**config.mk**
```make
export PLATFORM = sky130hd
export DESIGN_NAME = wb_dma
export DESIGN_NICKNAME = d
export VERILOG_FILES = /design/src/rtl/wb_dma.sv
export SDC_FILE = /design/constraint.sdc
export NUM_CORES = 1
export LEC_CHECK = 0
export ABC_AREA = 1
export BUFFER_PORTS_ARGS = -buffer_cell sky130_fd_sc_hd__clkbuf_2
export CORE_UTILIZATION = 50
export CTS_BUF_LIST = sky130_fd_sc_hd__clkbuf_4 sky130_fd_sc_hd__clkbuf_8
export CTS_CLUSTER_SIZE = 16
export DETAILED_ROUTE_END_ITERATION = 10
export GPL_TIMING_DRIVEN = 0
export PLACE_DENSITY = 0.73
export SLEW_MARGIN = 20
export SYNTH_ARGS = -nofsm -noshare
export SYNTH_HDL_FRONTEND = slang
export SYNTH_SLANG_ARGS = --single-unit
```
**constraint.sdc**
```tcl
create_clock -name clk -period 5.33 [get_ports clk]
set_clock_uncertainty 0.05 [all_clocks]
set_input_delay 0.533 -clock clk [delete_from_list [all_inputs] [get_ports clk]]
set_output_delay 0.533 -clock clk [all_outputs]
set_load 0.1 [all_outputs]
```
**src/rtl/wb_dma.sv**
```systemverilog
// Single-channel memory-to-memory DMA: a Wishbone register slave programs SRC/DST/LEN,
// and a Wishbone master copies LEN words, one read then one write per word.
module wb_dma (
  input  logic        clk,
  input  logic        reset,
  input  logic [31:0] wb_adr_i,
  input  logic [31:0] wb_dat_i,
  output logic [31:0] wb_dat_o,
  input  logic [3:0]  wb_sel_i,
  input  logic        wb_stb_i,
  input  logic        wb_cyc_i,
  input  logic        wb_we_i,
  output logic        wb_ack_o,
  output logic [31:0] m_adr_o,
  output logic [31:0] m_dat_o,
  input  logic [31:0] m_dat_i,
  output logic [3:0]  m_sel_o,
  output logic        m_we_o,
  output logic        m_cyc_o,
  output logic        m_stb_o,
  input  logic        m_ack_i,
  input  logic        m_err_i,
  input  logic        m_rty_i,
  output logic        intr
);
  typedef enum logic [1:0] {S_IDLE, S_READ, S_WRITE, S_NEXT} state_t;
  state_t r_state, w_next;

  logic [31:0] r_src, r_dst, r_wsrc, r_wdst, r_data, r_dat_o;
  logic [15:0] r_len, r_wcnt;
  logic        r_irq_en, r_done, r_err, r_ack, r_hold;

  logic        w_acc, w_wr, w_ctrl_wr, w_busy, w_start, w_go;
  logic        w_live, w_mack, w_merr, w_mrty, w_last;
  logic [31:0] w_ctrl, w_rdat, w_wmerge;
  logic        w_unused;

  assign w_unused  = ^{wb_adr_i[31:4], wb_adr_i[1:0]};
  assign w_acc     = wb_stb_i & wb_cyc_i & ~r_ack;
  assign w_wr      = w_acc & wb_we_i;
  assign w_ctrl_wr = w_wr & (wb_adr_i[3:2] == 2'd3) & wb_sel_i[0];
  assign w_busy    = (r_state != S_IDLE);
  assign w_start   = w_ctrl_wr & wb_dat_i[0] & ~w_busy;
  assign w_go      = w_start & (r_len != 16'd0);
  // r_hold masks the bus for one cycle after a retry; the access then re-issues unchanged
  assign w_live    = ((r_state == S_READ) || (r_state == S_WRITE)) & ~r_hold;
  assign w_merr    = w_live & m_err_i;
  assign w_mack    = w_live & m_ack_i & ~m_err_i;
  assign w_mrty    = w_live & m_rty_i & ~m_ack_i & ~m_err_i;
  assign w_last    = (r_state == S_NEXT) && (r_wcnt == 16'd1);
  assign w_ctrl    = {27'd0, r_err, r_irq_en, r_done, w_busy, 1'b0};

  assign wb_ack_o  = r_ack;
  assign wb_dat_o  = r_dat_o;
  assign intr      = r_done & r_irq_en;

  always_comb begin
    case (wb_adr_i[3:2])
      2'd0:    w_rdat = r_src;
      2'd1:    w_rdat = r_dst;
      2'd2:    w_rdat = {16'd0, r_len};
      default: w_rdat = w_ctrl;
    endcase
    w_wmerge = w_rdat;
    for (int b = 0; b < 4; b++)
      if (wb_sel_i[b]) w_wmerge[b*8 +: 8] = wb_dat_i[b*8 +: 8];
  end

  always_ff @(posedge clk) begin
    if (reset) r_state <= S_IDLE;
    else       r_state <= w_next;
  end

  always_comb begin
    w_next  = r_state;
    m_cyc_o = 1'b0;
    m_stb_o = 1'b0;
    m_we_o  = 1'b0;
    m_sel_o = 4'h0;
    m_adr_o = 32'd0;
    m_dat_o = 32'd0;
    case (r_state)
      S_IDLE:  if (w_go) w_next = S_READ;
      S_READ:  if (w_merr) w_next = S_IDLE; else if (w_mack) w_next = S_WRITE;
      S_WRITE: if (w_merr) w_next = S_IDLE; else if (w_mack) w_next = S_NEXT;
      default: w_next = w_last ? S_IDLE : S_READ;
    endcase
    if (w_live) begin
      m_cyc_o = 1'b1;
      m_stb_o = 1'b1;
      m_sel_o = 4'hF;
      if (r_state == S_WRITE) begin
        m_we_o  = 1'b1;
        m_adr_o = r_wdst;
        m_dat_o = r_data;
      end else begin
        m_adr_o = r_wsrc;
      end
    end
  end

  always_ff @(posedge clk) begin
    if (reset) begin
      r_src <= '0; r_dst <= '0; r_len <= '0;
      r_wsrc <= '0; r_wdst <= '0; r_wcnt <= '0; r_data <= '0;
      r_irq_en <= 1'b0; r_done <= 1'b0; r_err <= 1'b0;
      r_ack <= 1'b0; r_dat_o <= '0; r_hold <= 1'b0;
    end else begin
      r_ack   <= w_acc;
      r_dat_o <= (w_acc && !wb_we_i) ? w_rdat : 32'd0;
      if (w_wr && !w_busy) begin
        case (wb_adr_i[3:2])
          2'd0:    r_src <= {w_wmerge[31:2], 2'b00};
          2'd1:    r_dst <= {w_wmerge[31:2], 2'b00};
          2'd2:    r_len <= w_wmerge[15:0];
          default: ;
        endcase
      end
      if (w_ctrl_wr) begin
        r_irq_en <= wb_dat_i[3];
        if (wb_dat_i[2]) r_done <= 1'b0;
        if (wb_dat_i[4]) r_err  <= 1'b0;
      end
      // hardware set comes after the write-1-clear so it wins on a collision
      if ((w_start && r_len == 16'd0) || w_last) r_done <= 1'b1;
      if (w_merr) begin
        r_done <= 1'b1;
        r_err  <= 1'b1;
      end
      r_hold <= w_mrty;
      if (w_go) begin
        r_wsrc <= r_src;
        r_wdst <= r_dst;
        r_wcnt <= r_len;
      end
      if (r_state == S_READ && w_mack) r_data <= m_dat_i;
      if (r_state == S_NEXT) begin
        r_wsrc <= r_wsrc + 32'd4;
        r_wdst <= r_wdst + 32'd4;
        r_wcnt <= r_wcnt - 16'd1;
      end
    end
  end
endmodule

```
==> summary.txt, run 1 <==
Status
  – Status: completed

Critical path
  – RR Endpoint: r_wcnt[9]
  – Slowest CP cell: clkbuf_2
  – Max incr delay on CP: about 500 ps
  – CP Capture Type: primary output
  – FF-to-FF path depth: 8
  – Cell family with most CP delay: buffers and inverters
  – FF-to-FF Start: r_state[0]
  – Critical path arrival: 3460 ps
  – Req. time, crit path: 4750 ps
  – Crit. Startpoint: r_state[0]
  – Worst path cell trace: inv_1 -> ha_1 -> inv_1 -> nor2_1 -> clkbuf_1 -> clkinv_1 -> clkbuf_1 -> a21oi_1 -> clkbuf_2
  – Crit path buf inv count: 6
  – R2r setup slk: 2700 ps
  – Crit path max fanout: 10
  – WS Path Type: reg -> out
  – CP startpoint kind: flop
  – Critical path depth: 9
  – Worst Setup EP: m_adr_o[19]

Placed design
  – Port bufs: ~180
  – Area after DPL: between 0.01 and 0.015 mm2
  – DP HPWL: 33.6 mm
  – Placed cell count: ~2400
  – Gp weighted congestion: between 0.9 and 1

Floorplanning
  – Num ports: between 200 and 250
  – Die H: 158 um
  – Row count: between 50 and 60
  – Core area: approximately 0.024 mm2
  – Die Wd: approximately 160 um
  – Starting density of the core: about 51%
  – Die ar.: ~0.025 mm2

Final layout
  – Fin cells: between 2000 and 2500
  – Area grow syn2layout: 17.5%
  – Share of post-route cells with drive strength above 1: about 14%
  – Antenna Diode Count: 0
  – Fin area: between 0.01 and 0.015 mm2
  – Filler instances: ~2400
  – Net count, final: 2266

Clock tree
  – TritonCTS Buffers: 42
  – # Post-CTS Setup Buffers: 0
  – CTS clock-pin slew for the worst setup and hold paths: 60 ps
  – CTS Buffer Depth: 3
  – Num Clock Sinks: approximately 220
  – CTS root buf: clkbuf_8
  – Gates resized, CTS repair: 0
  – Post-CTS Hold Buffers: 0
  – CTS tree: built
  – Clock Latency Late Sink: around 550 ps
  – H-tree Lvls: 2

Timing
  – Final period util: about three quarters
  – Final setup viols: 0
  – Final Hold Viols: 0
  – Setup_tns: 0 ps
  – Period minus WS final: ~4000 ps
  – RSZ-0062 raised after global routing: no
  – Max_slew headroom: about 38%
  – Final slew viol count: 0
  – Max frequency: about 0.25 GHz
  – Hold_ws: 161 ps
  – Worst Tran Pin Value: roughly 930 ps

Flow run
  – Max-cap violations: 0

Synth
  – Share of the synthesized area in the top cell type: 36.8%
  – Avg Inst Size Synth: between 6 and 7 um2
  – Top cells by area, synth: dfxtp_1, nand2_1, a21oi_1, inv_1, nor2_1
  – Multiplexer area fraction after synthesis: 1.57%
  – Synth warnings: 0
  – Synth Area in Compound Gates: roughly 19%
  – Post-synth ARST share: 0%
  – Register area share after synthesis: a little under two fifths
  – Synth unique cells: 37
  – Xor/xnor share of the synthesized area: less than 1%
  – Largest family of logic cells by synthesized area: simple AND/OR/NAND/NOR gates
  – Most common flop cell mapped by yosys: dfxtp_1
  – Synth Area in Simple Gates: between 30% and 40%
  – Adder-Cell Fraction of Synth Area: less than 1%
  – Seq cells post-synth: around 220
  – Area leader, netlist: dfxtp_1
  – Post-synth EDFFs: 0
  – Syn Inst Count: ~1900
  – Post-Syn Area: 0.0121 mm2

Power
  – P per Cell Area: around 260 mW/mm2
  – Leak Pwr: about 5.5 nW
  – Power Total: about 3.7 mW
  – Max VDD drop: 0.235 mV

Global route
  – GR Overflow Total: 0
  – Vias in the first global route: between 10000 and 15000
  – First-pass GRT wire length: 67.0 mm
  – Largest net degree at the start of global routing: 16
  – GR Util All Layers: 35.7%
  – Antenna violations before repair: 0

Route
  – Vias per inst: around 5.5
  – Post-DRT Antenna Nets: 0
  – DR iter-0 viols: between 1000 and 1500
  – WL/cell: roughly 18 um
  – Drt total wl: approximately 44 mm
  – Router iterations before antenna repair: 5
  – Vias: 13700
  – DRC: 0

Hold path
  – Worst Hold Class: in -> reg
==> tightest hold or removal path: stages <==
cell	delay, ps
clkbuf_2	80
nand3_1	70
nor2_1	40
==> layout make-up <==
| type | instances | area, um2 | share of cell area, % |
|---|---|---|---|
| clock inverters | 3 | 17.5 | 0.123 |
| repair buffers | 177 | 886 | 6.21 |
| multi-input cells | 1367 | 6330 | 44.4 |
| clock buffers | 64 | 818 | 5.74 |
| inverters | 233 | 875 | 6.13 |
| well taps | 319 | 399 | 2.80 |
| plain buffers | 106 | 478 | 3.35 |
| flip-flops and latches | 223 | 4460 | 31.3 |
==> sequential cells by signal, indices dropped and copies added, names as in the netlist, 2 cells and up <==
signal and cells:
r_wdst 30, r_wsrc 30, r_src 30, r_state 2, r_data 32, r_len 16
r_dst 30, r_wcnt 16, wb_dat_o 32
==> Yosys cell counts, types with 6 or more instances <==
master / number
o22ai_1: 22
o21ai_0: 154
mux2i_1: 19
a21oi_1: 204
a31oi_1: 17
nor2_1: 219
o211ai_1: 6
clkbuf_1: 60
buf_2: 22
nand2_1: 490
ha_1: 8
nand3_1: 108
buf_4: 8
o21bai_1: 19
dfxtp_1: 223
nand4_1: 20
inv_2: 6
o21ai_1: 7
inv_1: 226
buf_1: 13
nor3_1: 41
==> worst min path at each step <==
stage	from	to	slack [ps]	cells past startpoint
2_1_floorplan	r_data[0]	r_data[0]	380	2
3_3_place_gp	r_data[13]	r_data[13]	390	2
3_5_place_dp	r_data[24]	r_data[24]	400	2
4_1_cts	m_rty_i	r_hold	160	3
5_1_grt	m_rty_i	r_hold	170	3
6_report	m_rty_i	r_hold	160	3
==> cell usage in the layout (no fill, tap or decap), drive strengths merged <==
cell type | Yosys | routed
a21o | 3 | 3
a21oi | 204 | 204
a31oi | 17 | 17
and3 | 1 | 1
buf | 46 | 46
clkbuf | 60 | 301
clkinv | 1 | 3
clkinvlp | 0 | 1
conb | 1 | 2
dfxtp | 223 | 223
ha | 8 | 8
inv | 232 | 232
mux2i | 19 | 19
nand2 | 492 | 492
nand3 | 110 | 110
nand3b | 5 | 5
nand4 | 20 | 20
nor2 | 225 | 225
nor3 | 41 | 41
o211ai | 6 | 6
o21a | 1 | 1
o21ai | 161 | 161
o21bai | 19 | 19
o221ai | 5 | 5
o22ai | 22 | 22
o31ai | 1 | 1
or2 | 4 | 4
xnor2 | 1 | 1
==> per-layer routing <==
layer  vias up  GRT usage [%]  wire length (um)
met5         -              0                 0
met4         0           15.3              1790
met3       105           9.25              5320
met2       732           54.2             18600
met1      6141           47.6             18600
li1       6683              -                 -
==> power by group <==
group	internal (mW)	total, mW	switching (mW)
Sequential	1.68	1.69	0.0105
Combinational	0.0748	0.283	0.208
Clock	0.965	1.70	0.739
==> kinds of logic (layout without fill, tap and decap cells) <==
logic type               after synthesis  after routing
AO/OA/AOI/OAI                        439            439
XOR/XNOR                               1              1
adder cells (fa/ha/maj)                8              8
buffers and inverters                339            583
flip-flops                           223            223
multiplexers                          19             19
other                                  1              2
AND/OR/NAND/NOR                      898            898
==> through the flow <==
step	setup slack, ps	utilization [%]
2_1_floorplan	817	-
3_3_place_gp	1880	56.9
3_5_place_dp	1850	56.9
4_1_cts	1260	60.4
5_1_grt	1050	60.4
6_report	1290	60.4
No activity file was read; power rests on OpenSTA's default activity.
==> run 2, diff against run 1 <==
Settings changed: ABC_AREA 1 to 0, PLACE_DENSITY 0.73 to 0.76.
Clock period 5.33 ns to 3.6 ns, I/O delays scaled along.
==> summary.txt, run 2 <==
Critical path
  – WS Path Type: reg -> out (unchanged)
  – CP Capture Type: primary output (unchanged)
  – FF-to-FF path depth: 7 (was 8)
  – Worst Setup EP: m_adr_o[18] (was m_adr_o[19])
  – FF-to-FF Start: r_state[1] (was r_state[0])
  – Req. time, crit path: 3190 ps (was 4750 ps)
  – CP startpoint kind: flop (unchanged)
  – Crit. Startpoint: r_state[0] (unchanged)
  – Critical path arrival: 3010 ps (was 3460 ps)
  – R2r setup slk: 450 ps (was 2700 ps)
  – Crit path max fanout: 10 (unchanged)
  – RR Endpoint: r_wcnt[13] (was r_wcnt[9])

Route
  – Router iterations before antenna repair: 6 (was 5)
  – Vias per inst: 6.10 (was 5.48)
  – WL/cell: 20.4 um (was 17.8 um)
  – Drt total wl: 37.8 mm (was 44.3 mm)
  – Vias: 11300 (was 13700)
  – Post-DRT Antenna Nets: 0 (unchanged)
  – DR iter-0 viols: 1425 (was 1383)
  – DRC: 0 (unchanged)

Synth
  – Post-synth EDFFs: 0 (unchanged)
  – Most common flop cell mapped by yosys: dfxtp_1 (unchanged)
  – Avg Inst Size Synth: 8.10 um2 (was 6.30 um2)
  – Synth unique cells: 66 (was 37)
  – Synth warnings: 0 (unchanged)
  – Post-Syn Area: 0.0107 mm2 (was 0.0121 mm2)
  – Register area share after synthesis: 41.5% (was 36.8%)
  – Top cells by area, synth: dfxtp_1, nand2_1, a21oi_1, mux2i_1, nor2_1 (was dfxtp_1, nand2_1, a21oi_1, inv_1, nor2_1)
  – Post-synth ARST share: 0% (unchanged)
  – Top-count cell post-synth: dfxtp_1 (was nand2_1)
  – Share of the synthesized area in the top cell type: 41.5% (was 36.8%)
  – Syn Inst Count: 1327 (was 1928)
  – Area leader, netlist: dfxtp_1 (unchanged)
  – Top post-synthesis cells by count: dfxtp_1, nand2_1, a21oi_1 (was nand2_1, inv_1, dfxtp_1)
  – Seq cells post-synth: 223 (unchanged)

Timing
  – Period minus WS final: around 3400 ps
  – Setup_tns: 0 ps (unchanged)
  – Final Hold Viols: 0 (unchanged)
  – Worst Tran Pin Value: 1000 ps (was 931 ps)
  – Final slew viol count: 0 (unchanged)
  – Final period util: around 95%
  – RSZ-0062 raised after global routing: no (unchanged)
  – Final setup viols: 0 (unchanged)
  – Hold_ws: 11.1 ps (was 161 ps)
  – Max frequency: a little under 0.3 GHz
  – Max_slew headroom: 32.8% (was 37.9%)

Flow run
  – Max-cap violations: 0 (unchanged)

Clock tree
  – CTS tree: built (unchanged)
  – CTS root buf: clkbuf_8 (unchanged)
  – CTS clock-pin slew for the worst setup and hold paths: 60 ps (about the same)
  – Clock Latency Late Sink: 550 ps (about the same)
  – CTS Buffer Depth: 3 (unchanged)
  – H-tree Lvls: 2 (unchanged)
  – Num Clock Sinks: 223 (unchanged)
  – TritonCTS Buffers: 38 (was 42)

Global route
  – GR Overflow Total: 0 (unchanged)
  – First-pass GRT wire length: 57.5 mm (was 67.0 mm)
  – Antenna violations before repair: 0 (unchanged)
  – GR Util All Layers: 33.6% (was 35.7%)
  – Vias in the first global route: 10400 (was 12300)
  – Largest net degree at the start of global routing: 16 (unchanged)

Placed design
  – Port bufs: 176 (was 177)
  – DP HPWL: 27.7 mm (was 33.6 mm)
  – Gp weighted congestion: 1.01 (was 0.958)

Floorplanning
  – Die Wd: 149 um (was 158 um)
  – Starting density of the core: 51.1% (was 51.4%)
  – Die ar.: 0.0221 mm2 (was 0.0249 mm2)
  – Die H: 149 um (was 158 um)
  – Num ports: 213 (unchanged)
  – Row count: 53 (was 56)
  – Core area: 0.0210 mm2 (was 0.0236 mm2)

Power
  – P per Cell Area: 409 mW/mm2 (was 258 mW/mm2)
  – Max VDD drop: 0.306 mV (was 0.235 mV)
  – Power Total: 5.27 mW (was 3.68 mW)
  – Leak Pwr: 4.78 nW (was 5.53 nW)

Final layout
  – Antenna Diode Count: 0 (unchanged)
  – Commonest non-fill, non-tap cell in the layout: dfxtp_1 (was nand2_1)
  – Share of post-route cells with drive strength above 1: 18.7% (was 13.7%)
  – Net count, final: 1669 (was 2266)
  – Most frequent cells in the layout: dfxtp_1, nand2_1, clkbuf_2, a21oi_1, nor2_1 (was nand2_1, inv_1, dfxtp_1, nor2_1, a21oi_1)
  – Area grow syn2layout: 19.7% (was 17.5%)

Hold path
  – Worst Hold Class: in -> reg (unchanged)
  – Hold Path Stages: 3 (unchanged)

Status
  – Status: completed (unchanged)
## run 2: cell count changes in the layout (fill, tap and decap cells not counted), moves of 22 or more
cell | before | now
a211oi_1 | 0 | 42
a21oi_1 | 204 | 139
and2_1 | 0 | 22
and3_1 | 1 | 47
clkbuf_1 | 60 | 85
inv_1 | 226 | 10
mux2i_1 | 19 | 63
nand2_1 | 490 | 201
nand3_1 | 108 | 45
nor2_1 | 219 | 108
o21ai_0 | 154 | 13
## run 2: cells by family after synthesis
kind of cell | synth area share [%]
AO/OA/AOI/OAI | 19.3
XOR/XNOR | 0.244
flip-flops | 41.5
adder cells (fa/ha/maj) | 0.931
multiplexers | 7.75
AND/OR/NAND/NOR | 25.5
other | 0.0349
buffers and inverters | 4.69
## run 2: through the flow
step	setup WS (ps)	std cells	instance area, um2	util (%)
floorplan	193	1328	10800	-
global placement	309	1779	12000	57.0
detailed placement	586	1779	12000	57.0
CTS	18.1	1855	12900	61.2
global route	76.7	1855	12900	61.2
finish	180	1855	12900	61.2
## run 2: timing repair
item | in CTS | in global routing
setup buffers | 0 | 0
hold endpoints to repair | 8 | 0
resized for setup | 0 | 5
hold buffers | 9 | 0
setup endpoints to repair | 0 | 21
## run 2: worst min path at each step
stage / from / endpoint / slack (ps)
after floorplan: r_data[0] / r_data[0] / 380
after global placement: r_data[15] / r_data[15] / 390
after detailed placement: r_data[1] / r_data[1] / 390
after CTS: m_dat_i[7] / r_data[7] / 0.2
after global routing: m_dat_i[7] / r_data[7] / 6
final: m_dat_i[12] / r_data[12] / 10
## run 2: report_power, final
part	internal [mW]	leakage (nW)	switching, mW
Clock	1.33	0.421	1.06
Combinational	0.110	2.56	0.268
Sequential	2.48	1.80	0.0185
## run 2: layout make-up
cell class | instances | area (um2)
Fill cell | 1899 | 8150
Sequential cell | 223 | 4460
Timing Repair Buffer | 185 | 971
Tap cell | 275 | 344
Clock buffer | 60 | 751
Multi-Input combinational cell | 981 | 5790
Clock inverter | 7 | 43.8
Inverter | 11 | 41.3
Buffer | 113 | 467
## run 2: layer usage
layer | wire length (um) | GRT usage, % | vias up
met4 | 1300 | 13.9 | 0
met3 | 4150 | 6.38 | 110
met1 | 15700 | 45.4 | 5249
met5 | 0 | 0 | -
met2 | 16600 | 52.6 | 720
li1 | - | - | 5244
## run 2: worst max-delay path: stages (launching register included)
cell,delay (ps)
dfxtp_1,340
inv_1,90
ha_1,170
clkbuf_1,560
clkbuf_2,460
mux2i_1,140
nor2_1,210
clkbuf_2,500
